File: src/rtl/ws2812_pkg.sv
// rtl/ws2812_pkg.sv - shared types and constants for the WS2812 frame arbiter
package ws2812_pkg;

    typedef enum logic [1:0] {
        MODE_SELECT = 2'b00,
        MODE_FIND   = 2'b01,
        MODE_DRAW   = 2'b10,
        MODE_NONE   = 2'b11
    } mode_t;

    typedef enum logic [1:0] {
        ST_IDLE  = 2'b00,
        ST_BLANK = 2'b01,
        ST_FRAME = 2'b10,
        ST_LATCH = 2'b11
    } state_t;

    localparam int          LED_NUM_DEF = 64;
    localparam logic [23:0] BLACK       = 24'h000000;

    function automatic logic [2:0] mode_onehot(mode_t m);
        logic [2:0] oh;
        oh = 3'b000;
        case (m)
            MODE_SELECT: oh = 3'b001;
            MODE_FIND:   oh = 3'b010;
            MODE_DRAW:   oh = 3'b100;
            default:     oh = 3'b000;
        endcase
        return oh;
    endfunction

endpackage

File: src/rtl/ws2812_frame_arbiter_if.sv
// rtl/ws2812_frame_arbiter_if.sv - source/controller signal bundle around the frame arbiter
interface ws2812_frame_arbiter_if;
    import ws2812_pkg::*;

    mode_t       mode;
    logic [2:0]  req_start;
    logic [5:0]  cfg_num_0;
    logic [5:0]  cfg_num_1;
    logic [5:0]  cfg_num_2;
    logic [23:0] cfg_data_0;
    logic [23:0] cfg_data_1;
    logic [23:0] cfg_data_2;
    logic        cfg_start_in;
    logic        ws2812_start_out;
    logic [5:0]  cfg_num_out;
    logic [23:0] cfg_data_out;
    logic [2:0]  cfg_start_out;
    logic [2:0]  grant;
    mode_t       mode_active;
    logic        busy;
    logic        timeout_err;

    modport slave (
        input  mode, req_start, cfg_num_0, cfg_num_1, cfg_num_2,
               cfg_data_0, cfg_data_1, cfg_data_2, cfg_start_in,
        output ws2812_start_out, cfg_num_out, cfg_data_out, cfg_start_out,
               grant, mode_active, busy, timeout_err
    );

    modport master (
        output mode, req_start, cfg_num_0, cfg_num_1, cfg_num_2,
               cfg_data_0, cfg_data_1, cfg_data_2, cfg_start_in,
        input  ws2812_start_out, cfg_num_out, cfg_data_out, cfg_start_out,
               grant, mode_active, busy, timeout_err
    );

endinterface

File: src/rtl/ws2812_cycle_timer.sv
// rtl/ws2812_cycle_timer.sv - loadable down-counter with terminal-count flag
module ws2812_cycle_timer #(
    parameter int CYC = 16
) (
    input  logic sys_clk,
    input  logic sys_rst_n,
    input  logic load_i,
    input  logic dec_i,
    output logic tc_o
);

    localparam int W = $clog2(CYC) + 1;

    logic [W-1:0] cnt_q;
    logic [W-1:0] cnt_d;

    // Loading CYC-1 makes tc_o rise on the CYC-th decrementing cycle.
    always_comb begin
        cnt_d = cnt_q;
        if (load_i) begin
            cnt_d = W'(CYC - 1);
        end else if (dec_i && (cnt_q != '0)) begin
            cnt_d = cnt_q - 1'b1;
        end
    end

    always_ff @(posedge sys_clk or negedge sys_rst_n) begin
        if (!sys_rst_n) begin
            cnt_q <= '0;
        end else begin
            cnt_q <= cnt_d;
        end
    end

    assign tc_o = (cnt_q == '0);

endmodule

File: src/rtl/ws2812_frame_arbiter.sv
// rtl/ws2812_frame_arbiter.sv - frame-atomic scheduler sharing one ws2812_ctrl among three sources
module ws2812_frame_arbiter
    import ws2812_pkg::*;
#(
    parameter int LED_NUM     = LED_NUM_DEF,
    parameter int LATCH_CYC   = 15000,
    parameter int TIMEOUT_CYC = 50000
) (
    input  logic                   sys_clk,
    input  logic                   sys_rst_n,
    ws2812_frame_arbiter_if.slave  bus
);

    state_t     state_q;
    logic [2:0] grant_q;
    mode_t      mode_active_q;
    logic [6:0] pix_q;
    logic       timeout_err_q;

    logic active;
    logic last_pix;
    logic req_hit;
    logic latch_tc;
    logic tmo_tc;
    logic tmo_hit;

    assign active   = (state_q == ST_BLANK) || (state_q == ST_FRAME);
    assign last_pix = bus.cfg_start_in && (pix_q == 7'(LED_NUM - 1));
    assign req_hit  = (bus.mode != MODE_NONE) && ((mode_onehot(bus.mode) & bus.req_start) != 3'b000);
    // A pixel request on the terminal-count cycle keeps the frame alive.
    assign tmo_hit  = active && tmo_tc && !bus.cfg_start_in;

    ws2812_cycle_timer #(.CYC(LATCH_CYC)) u_latch_timer (
        .sys_clk   (sys_clk),
        .sys_rst_n (sys_rst_n),
        .load_i    (state_q != ST_LATCH),
        .dec_i     (state_q == ST_LATCH),
        .tc_o      (latch_tc)
    );

    ws2812_cycle_timer #(.CYC(TIMEOUT_CYC)) u_timeout_timer (
        .sys_clk   (sys_clk),
        .sys_rst_n (sys_rst_n),
        .load_i    (!active || bus.cfg_start_in),
        .dec_i     (active),
        .tc_o      (tmo_tc)
    );

    always_ff @(posedge sys_clk or negedge sys_rst_n) begin
        if (!sys_rst_n) begin
            state_q       <= ST_IDLE;
            grant_q       <= 3'b000;
            mode_active_q <= MODE_NONE;
            pix_q         <= '0;
            timeout_err_q <= 1'b0;
        end else begin
            timeout_err_q <= 1'b0;
            case (state_q)
                ST_IDLE: begin
                    pix_q <= '0;
                    if (bus.mode != mode_active_q) begin
                        mode_active_q <= bus.mode;
                        state_q       <= (bus.mode == MODE_NONE) ? ST_IDLE : ST_BLANK;
                    end else if (req_hit) begin
                        grant_q <= mode_onehot(bus.mode);
                        state_q <= ST_FRAME;
                    end
                end
                ST_BLANK, ST_FRAME: begin
                    if (tmo_hit) begin
                        timeout_err_q <= 1'b1;
                        grant_q       <= 3'b000;
                        pix_q         <= '0;
                        state_q       <= ST_LATCH;
                    end else if (last_pix) begin
                        grant_q <= 3'b000;
                        pix_q   <= '0;
                        state_q <= ST_LATCH;
                    end else if (bus.cfg_start_in) begin
                        pix_q <= pix_q + 7'd1;
                    end
                end
                ST_LATCH: begin
                    pix_q <= '0;
                    if (latch_tc) begin
                        state_q <= ST_IDLE;
                    end
                end
                default: state_q <= ST_IDLE;
            endcase
        end
    end

    // Pixel path is combinational so ws2812_ctrl sees the source data in the request cycle.
    always_comb begin
        bus.cfg_num_out   = 6'd0;
        bus.cfg_data_out  = BLACK;
        bus.cfg_start_out = 3'b000;
        case (state_q)
            ST_BLANK: bus.cfg_num_out = pix_q[5:0];
            ST_FRAME: begin
                bus.cfg_start_out = grant_q & {3{bus.cfg_start_in}};
                case (grant_q)
                    3'b001: begin
                        bus.cfg_num_out  = bus.cfg_num_0;
                        bus.cfg_data_out = bus.cfg_data_0;
                    end
                    3'b010: begin
                        bus.cfg_num_out  = bus.cfg_num_1;
                        bus.cfg_data_out = bus.cfg_data_1;
                    end
                    3'b100: begin
                        bus.cfg_num_out  = bus.cfg_num_2;
                        bus.cfg_data_out = bus.cfg_data_2;
                    end
                    default: ;
                endcase
            end
            default: ;
        endcase
    end

    assign bus.ws2812_start_out = active;
    assign bus.grant            = grant_q;
    assign bus.mode_active      = mode_active_q;
    assign bus.busy             = (state_q != ST_IDLE);
    assign bus.timeout_err      = timeout_err_q;

endmodule

File: src/flat_wrapper.sv
// flat-port wrapper written by rule: the top's interface ports become plain ports
module ws2812_frame_arbiter_flat import ws2812_pkg::*;
#(
    parameter int LED_NUM     = LED_NUM_DEF,
    parameter int LATCH_CYC   = 15000,
    parameter int TIMEOUT_CYC = 50000
)
  (sys_clk, sys_rst_n, bus_mode, bus_req_start, bus_cfg_num_0, bus_cfg_num_1, bus_cfg_num_2, bus_cfg_data_0, bus_cfg_data_1, bus_cfg_data_2, bus_cfg_start_in, bus_ws2812_start_out, bus_cfg_num_out, bus_cfg_data_out, bus_cfg_start_out, bus_grant, bus_mode_active, bus_busy, bus_timeout_err);
  ws2812_frame_arbiter_if bus_i ();
  input  logic sys_clk;
  input  logic sys_rst_n;
  input wire logic [$bits(bus_i.mode)-1:0] bus_mode;
  input wire logic [$bits(bus_i.req_start)-1:0] bus_req_start;
  input wire logic [$bits(bus_i.cfg_num_0)-1:0] bus_cfg_num_0;
  input wire logic [$bits(bus_i.cfg_num_1)-1:0] bus_cfg_num_1;
  input wire logic [$bits(bus_i.cfg_num_2)-1:0] bus_cfg_num_2;
  input wire logic [$bits(bus_i.cfg_data_0)-1:0] bus_cfg_data_0;
  input wire logic [$bits(bus_i.cfg_data_1)-1:0] bus_cfg_data_1;
  input wire logic [$bits(bus_i.cfg_data_2)-1:0] bus_cfg_data_2;
  input wire logic [$bits(bus_i.cfg_start_in)-1:0] bus_cfg_start_in;
  output wire logic [$bits(bus_i.ws2812_start_out)-1:0] bus_ws2812_start_out;
  output wire logic [$bits(bus_i.cfg_num_out)-1:0] bus_cfg_num_out;
  output wire logic [$bits(bus_i.cfg_data_out)-1:0] bus_cfg_data_out;
  output wire logic [$bits(bus_i.cfg_start_out)-1:0] bus_cfg_start_out;
  output wire logic [$bits(bus_i.grant)-1:0] bus_grant;
  output wire logic [$bits(bus_i.mode_active)-1:0] bus_mode_active;
  output wire logic [$bits(bus_i.busy)-1:0] bus_busy;
  output wire logic [$bits(bus_i.timeout_err)-1:0] bus_timeout_err;
  assign bus_i.mode = bus_mode;
  assign bus_i.req_start = bus_req_start;
  assign bus_i.cfg_num_0 = bus_cfg_num_0;
  assign bus_i.cfg_num_1 = bus_cfg_num_1;
  assign bus_i.cfg_num_2 = bus_cfg_num_2;
  assign bus_i.cfg_data_0 = bus_cfg_data_0;
  assign bus_i.cfg_data_1 = bus_cfg_data_1;
  assign bus_i.cfg_data_2 = bus_cfg_data_2;
  assign bus_i.cfg_start_in = bus_cfg_start_in;
  assign bus_ws2812_start_out = bus_i.ws2812_start_out;
  assign bus_cfg_num_out = bus_i.cfg_num_out;
  assign bus_cfg_data_out = bus_i.cfg_data_out;
  assign bus_cfg_start_out = bus_i.cfg_start_out;
  assign bus_grant = bus_i.grant;
  assign bus_mode_active = bus_i.mode_active;
  assign bus_busy = bus_i.busy;
  assign bus_timeout_err = bus_i.timeout_err;
  ws2812_frame_arbiter #(.LED_NUM(LED_NUM), .LATCH_CYC(LATCH_CYC), .TIMEOUT_CYC(TIMEOUT_CYC)) u_core (.sys_clk(sys_clk), .sys_rst_n(sys_rst_n), .bus(bus_i));
endmodule
File: config.mk
export PLATFORM = sky130hd
export DESIGN_NAME = ws2812_frame_arbiter_flat
export DESIGN_NICKNAME = d
export VERILOG_FILES = /design/src/rtl/ws2812_pkg.sv /design/src/rtl/ws2812_frame_arbiter_if.sv /design/src/rtl/ws2812_cycle_timer.sv /design/src/rtl/ws2812_frame_arbiter.sv /design/src/flat_wrapper.sv
export SDC_FILE = /design/constraint.sdc
export NUM_CORES = 1
export LEC_CHECK = 0
export BUFFER_PORTS_ARGS = -buffer_cell sky130_fd_sc_hd__buf_2
export CORE_UTILIZATION = 50
export DETAILED_ROUTE_END_ITERATION = 8
export PLACE_DENSITY = 0.78
export SYNTH_ARGS = -nofsm -noshare
export SYNTH_HDL_FRONTEND = slang
export SYNTH_HIERARCHICAL = 1
export SYNTH_SLANG_ARGS = --single-unit
File: constraint.sdc
create_clock -name sys_clk -period 2.64 [get_ports sys_clk]
set_input_delay 0.264 -clock sys_clk [delete_from_list [all_inputs] [get_ports sys_clk]]
set_output_delay 0.264 -clock sys_clk [all_outputs]
set_load 0.005 [all_outputs]
==> summary.md <==
| Metric | Value |
|---|---|
| Num CTS Buffers | 5 |
| Max transition margin | 0.294 |
| Largest net degree at the start of global routing | 48 |
| CTS tree | done |
| Dominant cell by count in the synthesized netlist | nor2_1 |
| Asr flop ratio synth | 1.00 |
| WL/cell | roughly 16 um |
| Clock Skew | approximately 0.011 ns |
| Crit path time final | 2.42 ns |
| RSZ-0062 raised after global routing | no |
| Io pins | 139 |
| Synth area leaders | dfrtp_1 30%, a2bb2oi_1 5.9%, nor2_1 5.0% |
| Syn Std Cell Area | 0.00369 mm2 |
| Layout cell share with drive strength beyond 1 | 0.341 |
| Final hold vios | 0 |
| Starting Density | 0.529 |
| Fin. max-slew vios | 0 |
| Fin util | 0.647 |
| Comb pwr share | 0.529 |
| Nets | about 660 |
| Register share of total power | 0.316 |
| Final wirelength | about 10000 um |
| DRC Markers | 0 |
| Placed Area | around 0.0044 mm2 |
| Design Area, Final | 0.00452 mm2 |
| Finish-stage setup viols | 0 |
| Reg-to-reg endpoint | u_core/bus.grant[0] |
| Storage element area | 0.00118 mm2 |
| Post-synth top flop | dfrtp_1 |
| Std cell rows | 30 |
| CP Class | flop to flop |
| Buffers on Ports | between 100 and 150 |
| Seq cells post-synth | 47 |
| CTS Buffer Depth | 2 |
| Vias in the first global route | 3271 |
| GRT Total Usage | 0.257 |
| Pwr/cell area | around 620 mW/mm2 |
| Critical Path AT | around 2.6 ns |
| Status | completed |
| Fin crit share | 0.918 |
| Die Y | 88.0 um |
| CTS HTree Levels | 2 |
| Initial antenna violation count | 0 |
| Net Sw Frac | 0.419 |
| Sw power | 1180 uW |
| HP Class | input pin to async pin |
| Area occupied by multi-input gates | 0.00232 mm2 |
| Clk_lat worst skew | ~0.31 ns |
| Worst flop-to-flop path startpoint | u_core/u_timeout_timer/cnt_q[0] |
| Max Cap Viol | 0 |
| Gr ovfl total | 0 |
| Seq/Total Area, Yosys | 0.319 |
| Sink Count | 47 |
| Syn_nets | 531 |
| Via count | 3835 |
| Setup crit end kind | flop |
| Top post-synthesis cells by count | 49 x nor2_1, 45 x dfrtp_1, 25 x a21oi_1, 25 x a2bb2oi_1, 24 x a22oi_1 |
| Startpoint Class | flop |
| Post-synth EDFFs | 0 |
| Critical Path RT | around 2.8 ns |
| Die width | around 88 um |
| Filler cell count | 628 |
| Hpwl dp | approximately 7700 um |
| Synth warnings | 6 |
| Slew @ Worst Pin | approximately 1.1 ns |
| Crit path max fanout | 5 |
| Clock power share | 0.155 |
| Reg2reg path depth | 9 |
| Netlist cell types | 66 |
| Ant diodes | 0 |
| Syn Area/Cell | around 8.7 um2 |
| Yosys top cell area share | 0.305 |
| Via/cell ratio | between 5 and 6 |
| Synth Instances | around 430 |
| Area growth, synth to finish | 22.2% |
| Fin cells | roughly 650 |
| P_int | ~1600 uW |
| Total power | 2820 uW |
| Total negative slack | 0 ns |
| VDD IR-drop max | between 0.0004 and 0.0005 V |
| First-pass GRT wire length | between 15000 and 20000 um |
| Leakage | around 0.002 uW |
| Routability congestion estimate | a little over 0.9 |
| DR pass1 iterations | 7 |
| Die area | slightly below 0.008 mm2 |
| Dpl cells | around 640 |
| Fmax | around 410 MHz |
| Core ar. | roughly 0.0070 mm2 |
| Clk slew on worst S/H paths | around 0.090 ns |
| Final ANT Viol Nets | 0 |
| Reg-to-reg slack, setup | 0.22 ns |
| DR iter-0 viols | slightly below 300 |
| Cell taking the most area after synthesis | dfrtp_1 |
| CTS Root Cell | clkbuf_8 |
[power groups by stage]
stage	Clock [uW]	Sequential (uW)	Combinational [uW]
finish	436	889	1490
global route	470	901	1630
CTS	450	889	1470
detailed placement	0	902	1470
global placement	0	896	1420
floorplan	0	872	1090
[state kept, by name (all words and copies together), names as in the netlist]
register                      cells
u_core/pix_q                      7
u_core/u_timeout_timer/cnt_q     17
u_core/state_q                    2
u_core/u_latch_timer/cnt_q       15
u_core/bus.grant                  3
u_core/bus.timeout_err            1
u_core/bus.mode_active            2
[timing repair]
action,in CTS,in global routing
setup endpoints to repair,0,11
hold buffers,0,0
setup buffers,0,0
resized for setup,0,5
[metrics by stage]
step                setup WS (ns)  hold WS (ns)
floorplan                   0.319       -0.0316
global placement            0.281         0.506
detailed placement          0.163         0.511
CTS                        0.0896         0.163
global route               0.0352         0.233
finish                      0.217         0.148
[critical path: stages (launching register included)]
cell and delay (ns):
dfrtp_1 0.40, inv_1 0.09, ha_1 0.20, nor4b_4 0.31, nand2_1 0.14, nor2_2 0.23, inv_1 0.13, o221ai_2 0.29
nand3_2 0.17, mux2_1 0.36
[layout make-up]
| cell class | count | area share |
|---|---|---|
| Tap cell | 96 | 0.0266 |
| Timing Repair Buffer | 147 | 0.168 |
| Inverter | 13 | 0.0108 |
| Sequential cell | 47 | 0.261 |
| Multi-Input combinational cell | 336 | 0.514 |
| Clock inverter | 3 | 0.00443 |
| Clock buffer | 5 | 0.0152 |
[per-layer routing]
layer  global-route usage  share of wire
met2                0.397           0.47
met1                0.380           0.47
met4               0.0656         0.0099
met3               0.0311          0.054
met5                    0              0
[worst max path at each step]
stage	endpoint	start
2_1_floorplan	u_core/u_timeout_timer/cnt_q[11]	u_core/state_q[0]
3_3_place_gp	u_core/bus.grant[0]	u_core/u_timeout_timer/cnt_q[5]
3_5_place_dp	u_core/bus.grant[0]	u_core/u_timeout_timer/cnt_q[0]
4_1_cts	bus_cfg_num_out[5]	u_core/bus.grant[2]
5_1_grt	u_core/bus.grant[0]	u_core/u_timeout_timer/cnt_q[0]
6_report	u_core/bus.grant[0]	u_core/u_timeout_timer/cnt_q[0]
[cell usage in the layout, fill, tap and decap left out, types with 7 or more instances in the layout]
| cell | count |
|---|---|
| nor2b_1 | 7 |
| nand3_1 | 13 |
| nand2_1 | 22 |
| nor2_1 | 48 |
| or4_1 | 8 |
| buf_4 | 9 |
| buf_2 | 138 |
| o21ai_0 | 15 |
| nor3_1 | 8 |
| or3_1 | 12 |
| dfrtp_1 | 44 |
| inv_1 | 13 |
| ha_1 | 8 |
| a21oi_1 | 25 |
| and3_1 | 7 |
| o31ai_1 | 10 |
| nand3b_1 | 17 |
| a22oi_1 | 24 |
| a2bb2oi_1 | 25 |
| mux2i_1 | 8 |
[kinds of logic (layout without fill, tap and decap cells)]
group                      after synthesis  after routing  share of synthesized area
buffers and inverters                   42            168                     0.0606
DFF                                     47             47                      0.319
xor gates and xnor gates                 4              4                     0.0135
AOI/OAI and AO/OA                      124            124                      0.244
muxes                                   15             15                     0.0430
and+or+nand+nor                        185            185                      0.293
adders and majority gates                8              8                     0.0271
No activity file was read; power rests on OpenSTA's default activity.
